### src/rtl/cnn_pkg.sv
// Shared types and sizing helpers for the CNN engine partial-sum path.
package cnn_pkg;

  // Window FSM: IDLE has no open window, ACC is mid-window.
  typedef enum logic [0:0] {
    IDLE = 1'b0,
    ACC  = 1'b1
  } acc_state_t;

  // Accumulator width. It holds a full window of full-scale products without
  // wrapping: 2*data_width bits per product, plus log2(products per window).
  function automatic int acc_width(input int data_width, input int num_pe,
                                   input int max_len);
    return 2 * data_width + $clog2(num_pe * max_len);
  endfunction

endpackage

### src/rtl/psum_adder_tree.sv
// Combinational reduction of one beat of PE products.
// Each lane is sign-extended to the accumulator width before it is summed.
module psum_adder_tree
  import cnn_pkg::*;
#(
  parameter int DataWidth = 8,
  parameter int NUM_PE    = 3,
  parameter int ACC_W     = acc_width(DataWidth, NUM_PE, 16)
) (
  input  logic [NUM_PE*2*DataWidth-1:0] in_p,
  output logic signed [ACC_W-1:0]       sum
);

  localparam int PW = 2 * DataWidth;

  // Sign-extend every lane and add it into the running total.
  always_comb begin
    sum = '0;
    for (int i = 0; i < NUM_PE; i++) begin
      sum = sum + ACC_W'($signed(in_p[i*PW +: PW]));
    end
  end

endmodule

### src/rtl/psum_accumulator.sv
// Partial-sum accumulator for one PE row. Each beat is reduced by the adder
// tree, the reduced sums are accumulated over a window of len beats, ReLU is
// optional, and one result per window is presented on a valid/ready output.
//
// state | meaning
// ------+-----------------------------------------------------------
// IDLE  | no open window; the next accepted beat opens one (len/relu sampled)
// ACC   | window open; cnt beats accepted so far, waiting for beat len_q
module psum_accumulator
  import cnn_pkg::*;
#(
  parameter  int DataWidth = 8,
  parameter  int NUM_PE    = 3,
  parameter  int MAX_LEN   = 16,
  localparam int ACC_W     = acc_width(DataWidth, NUM_PE, MAX_LEN),
  localparam int LEN_W     = $clog2(MAX_LEN) + 1
) (
  input  logic                          CLK,
  input  logic                          RST,
  input  logic [LEN_W-1:0]              len,
  input  logic                          relu_en,
  input  logic                          in_valid,
  output logic                          in_ready,
  input  logic [NUM_PE*2*DataWidth-1:0] in_p,
  output logic                          out_valid,
  input  logic                          out_ready,
  output logic signed [ACC_W-1:0]       out_sum
);

  logic                    adv;
  logic                    accept;
  logic [LEN_W-1:0]        len_eff;

  acc_state_t              state;
  acc_state_t              state_n;
  logic [LEN_W-1:0]        cnt;
  logic [LEN_W-1:0]        cnt_n;
  logic [LEN_W-1:0]        len_q;
  logic [LEN_W-1:0]        len_q_n;
  logic                    relu_q;
  logic                    relu_q_n;
  logic                    tag_first;
  logic                    tag_last;
  logic                    tag_relu;

  logic signed [ACC_W-1:0] tree_sum;
  logic                    s1_valid;
  logic signed [ACC_W-1:0] s1_sum;
  logic                    s1_first;
  logic                    s1_last;
  logic                    s1_relu;

  logic signed [ACC_W-1:0] acc;
  logic signed [ACC_W-1:0] total;

  // The whole pipe moves together: it advances unless a result is waiting.
  always_comb begin
    adv      = !out_valid || out_ready;
    in_ready = adv;
    accept   = in_valid && adv;
    len_eff  = (len == '0) ? LEN_W'(1) : len;
  end

  psum_adder_tree #(
    .DataWidth (DataWidth),
    .NUM_PE    (NUM_PE),
    .ACC_W     (ACC_W)
  ) u_tree (
    .in_p (in_p),
    .sum  (tree_sum)
  );

  // Window FSM next state, plus first/last/relu tags for the beat being offered.
  always_comb begin
    state_n   = state;
    cnt_n     = cnt;
    len_q_n   = len_q;
    relu_q_n  = relu_q;
    tag_first = 1'b0;
    tag_last  = 1'b0;
    tag_relu  = relu_q;
    case (state)
      IDLE: begin
        tag_first = 1'b1;
        tag_relu  = relu_en;
        tag_last  = (len_eff == LEN_W'(1));
        if (accept) begin
          len_q_n  = len_eff;
          relu_q_n = relu_en;
          if (len_eff != LEN_W'(1)) begin
            cnt_n   = LEN_W'(1);
            state_n = ACC;
          end
        end
      end
      ACC: begin
        tag_last = ((cnt + LEN_W'(1)) == len_q);
        if (accept) begin
          if (tag_last) begin
            cnt_n   = '0;
            state_n = IDLE;
          end else begin
            cnt_n = cnt + LEN_W'(1);
          end
        end
      end
      default: begin
        state_n = IDLE;
        cnt_n   = '0;
      end
    endcase
  end

  // FSM registers; when the pipe is stalled they hold.
  always_ff @(posedge CLK) begin
    if (RST) begin
      state  <= IDLE;
      cnt    <= '0;
      len_q  <= LEN_W'(1);
      relu_q <= 1'b0;
    end else if (adv) begin
      state  <= state_n;
      cnt    <= cnt_n;
      len_q  <= len_q_n;
      relu_q <= relu_q_n;
    end
  end

  // Stage 1: register the reduced beat and its window tags.
  always_ff @(posedge CLK) begin
    if (RST) begin
      s1_valid <= 1'b0;
      s1_sum   <= '0;
      s1_first <= 1'b0;
      s1_last  <= 1'b0;
      s1_relu  <= 1'b0;
    end else if (adv) begin
      s1_valid <= accept;
      s1_sum   <= tree_sum;
      s1_first <= tag_first;
      s1_last  <= tag_last;
      s1_relu  <= tag_relu;
    end
  end

  // A first beat ignores whatever the accumulator holds from the last window.
  always_comb begin
    total = (s1_first ? '0 : acc) + s1_sum;
  end

  // Stage 2: accumulate, and on the last beat publish the (optionally clamped) total.
  always_ff @(posedge CLK) begin
    if (RST) begin
      acc       <= '0;
      out_valid <= 1'b0;
      out_sum   <= '0;
    end else if (adv) begin
      if (s1_valid && s1_last) begin
        out_sum   <= (s1_relu && total[ACC_W-1]) ? '0 : total;
        out_valid <= 1'b1;
        acc       <= '0;
      end else begin
        out_valid <= 1'b0;
        if (s1_valid) begin
          acc <= total;
        end
      end
    end
  end

endmodule
### config.mk
export PLATFORM = sky130hd
export DESIGN_NAME = psum_accumulator
export DESIGN_NICKNAME = d
export VERILOG_FILES = /design/src/rtl/cnn_pkg.sv /design/src/rtl/psum_adder_tree.sv /design/src/rtl/psum_accumulator.sv
export SDC_FILE = /design/constraint.sdc
export NUM_CORES = 1
export LEC_CHECK = 0
export ABC_AREA = 1
export CORE_UTILIZATION = 45
export CTS_BUF_LIST = sky130_fd_sc_hd__clkbuf_4 sky130_fd_sc_hd__clkbuf_8
export DETAILED_ROUTE_END_ITERATION = 8
export PLACE_DENSITY = 0.66
export SLEW_MARGIN = 15
export SYNTH_ARGS = -nofsm -noshare
export SYNTH_HDL_FRONTEND = slang
export SYNTH_HIERARCHICAL = 1
export SYNTH_SLANG_ARGS = --single-unit
export TNS_END_PERCENT = 1
### constraint.sdc
create_clock -name CLK -period 5.5 [get_ports CLK]
set_input_delay 1.375 -clock CLK [delete_from_list [all_inputs] [get_ports CLK]]
set_output_delay 1.375 -clock CLK [all_outputs]
set_load 0.01 [all_outputs]
==> impl_metrics.json <==
{
  "drv_cap": 0,
  "ir_drop_uv": 123,
  "postCtsHoldBufs": 0,
  "initial_utilization_pct": 46.0,
  "synthToLayoutAreaGrowth_pct": 17.3,
  "whs_path_depth": 2,
  "coreArea_um2": 13900,
  "hold_end": "acc[12]",
  "post-synth-top-area-cell": "dfxtp_1",
  "synth_fa_ha_area_share_pct": 13.1,
  "clock_path_buffers": 2,
  "cp_max_fo": 4,
  "synth_top_area_share_pct": 26.0,
  "dieArea_um2": 14700,
  "wl_per_cell_um": 11.8,
  "ys_seq_area_share_pct": 26.0,
  "cp_cell_sequence": "clkdlybuf4s50_1, nor2_1, inv_2, clkdlybuf4s50_1",
  "clk_latency_ns": 0.38,
  "status": "complete, no violations",
  "p_per_area_nw_per_um2": 243,
  "grt_pass1_vias": 5293,
  "cp_data_arrival_time_ns": 2.75,
  "synth_flop_cell": "dfxtp_1",
  "grt_overflow": 0,
  "setup_viol": 0,
  "r2r-end": "out_sum[14]",
  "synth_cell_types": 39,
  "slowest_stage": "clkdlybuf4s50_1",
  "grt_antenna_before_repair": 0,
  "placed_cell_area_um2": 7280,
  "synthTopCellsByCount": "nand2_1 (285), inv_1 (143), nor2_1 (124)",
  "synth.area.mux_share_pct": 0,
  "first_iter_violations": 427,
  "drive_gt1_share_pct": 9.86,
  "cts_resized": 0,
  "async_flop_share_pct": 0,
  "synthTopCellsByArea": "dfxtp_1 (26%), nand2_1 (17%), inv_1 (8.4%)",
  "cts_tree": "built",
  "crit_type": "in -> out",
  "rsz0062_at_grt": "no",
  "hpwl_mm": 11.4,
  "die_h_um": 121,
  "routed_wl_mm": 14.6,
  "hold_start": "acc[12]",
  "grt_pass1_wl_mm": 24.7,
  "seq_area_um2": 1660,
  "crit_buf_inv": 3,
  "ant_nets": 0,
  "relSlewSlack_pct": 36.5,
  "clk_pin_slew_ns": 0.09,
  "synth-compound-area-share_pct": 10.4,
  "hold_viol": 0,
  "synth_cells": 983,
  "synth-edff-count": 0,
  "synth_top_family_by_area": "simple AND/OR/NAND/NOR gates",
  "num_rows": 43,
  "yosysMostFrequentCell": "nand2_1",
  "hp-class": "reg -> reg",
  "power_leakage_nw": 3.59,
  "die_w_um": 121,
  "grt_use_total_pct": 21.1,
  "design_area_um2": 7490,
  "slew_violations": 0,
  "synth-simple-area-share_pct": 35.9,
  "crit_path_start_kind": "input port",
  "nNetsFinal": 1164,
  "num_antenna_cells": 0,
  "setup_slack_ns": 1.37,
  "crit_path_end_kind": "output pin",
  "ys_ff_latch": 83,
  "crit_top_cell": "clkdlybuf4s50_1",
  "portBuffers": 81,
  "cpPeakStageDelay_ns": 0.50,
  "synth_area_per_cell_um2": 6.50,
  "multi_input_comb_area_um2": 4000,
  "htree_levels": 3,
  "critical-path-top-delay-family": "buffers and inverters",
  "cts.sinks": 83,
  "cts_setup_buffers": 0,
  "root_buffer": "clkbuf_8",
  "numCtsBuffers": 9,
  "setup_tns_ns": 0,
  "syn_area_um2": 6390,
  "post-route-period-util_pct": 75.0,
  "worst_clock_skew_ns": 0.0112,
  "ys.warnings.count": 6,
  "required_ns": 4.12,
  "vias_per_cell": 4.77,
  "utilization_pct": 54.0,
  "dr_total_vias": 5887,
  "fmax_ghz": 0.242,
  "dr.pass1.iters": 5,
  "pin_count": 82,
  "grt_max_degree": 55,
  "gp_congestion": 0.918,
  "fill_cells": 1415,
  "drc_errors": 0,
  "whs_ns": 0.470,
  "dp_slack_ns": 1.35,
  "synth_xor_area_share_pct": 3.02,
  "rrSetupSlack_ns": 2.26,
  "reg2reg_from": "s1_first",
  "worstMarginPinSlew_ns": 0.949,
  "finalCriticalPeriod_ns": 4.13,
  "syn_nets": 1097,
  "rr_worst_depth": 11
}
cells in the final DEF, fill, tap and decap left out, types with 13 or more instances in the layout:
cell type	Yosys	layout
nand2_1	285	285
inv_1	143	143
nor2_1	124	124
dfxtp_1	83	83
clkdlybuf4s50_1	0	80
a21oi_1	56	56
nand3_1	41	41
nand2_2	39	39
ha_1	38	38
o21ai_0	32	32
a21oi_2	22	22
fa_1	18	18
xor2_1	13	13
routing by layer:
layer  global-route usage, %  share of wire, %
met1                    28.9                48
met5                       0                 0
met3                    3.05               5.2
met4                    7.18               2.1
met2                    33.9                44
power by group:
group	leakage [nW]	switching [W]	total [W]	internal (W)
Clock	0.102	0.000249	0.000467	0.000218
Sequential	0.679	0.0000476	0.000708	0.000660
Combinational	2.81	0.000392	0.000650	0.000258
Total	3.59	0.000689	0.00182	0.00114
final cells by class:
type                    instances  share of cell area (%)
clock buffers                   9                    1.65
clock inverters                 7                    1.12
inverters                     149                    7.46
multi-input cells             721                    53.3
flip-flops and latches         83                    22.2
well taps                     180                    3.01
repair buffers                 86                    11.3
cell families (layout without fill, tap and decap cells):
logic type / Yosys count / in the layout
fa+ha+maj: 56 / 56
simple gates: 529 / 529
buf+inv: 179 / 251
compound gates: 114 / 114
flops: 83 / 83
xor+xnor: 22 / 22
through the flow:
stage               cells  power [W]
global route         1235    0.00197
finish               1235    0.00182
detailed placement   1219    0.00137
global placement     1219    0.00136
CTS                  1235    0.00184
floorplan             983    0.00121
sequential cells by signal, indices dropped and copies added (netlist names):
register   flops
s1_sum        22
s1_valid       1
state          1
acc           22
s1_relu        1
s1_first       1
out_valid      1
relu_q         1
s1_last        1
out_sum       22
len_q          5
cnt            5
worst max-delay path by stage:
stage,start,to,slack (ns),depth (start not counted)
finish,out_ready,in_ready,1.37,4
global route,out_ready,in_ready,1.31,4
CTS,out_ready,in_ready,1.34,4
detailed placement,out_ready,in_ready,1.35,4
global placement,out_ready,in_ready,1.35,4
floorplan,in_p[1],s1_sum[21],2.05,14
worst reg2reg max path: cells and delay by family (launching register included):
kind	cells	cell delay, ns
AND/OR/NAND/NOR	9	1.66
flip-flops	1	0.90
adder cells (fa/ha/maj)	1	0.46
AO/OA/AOI/OAI	1	0.08
(Power assumes the default switching activity.)
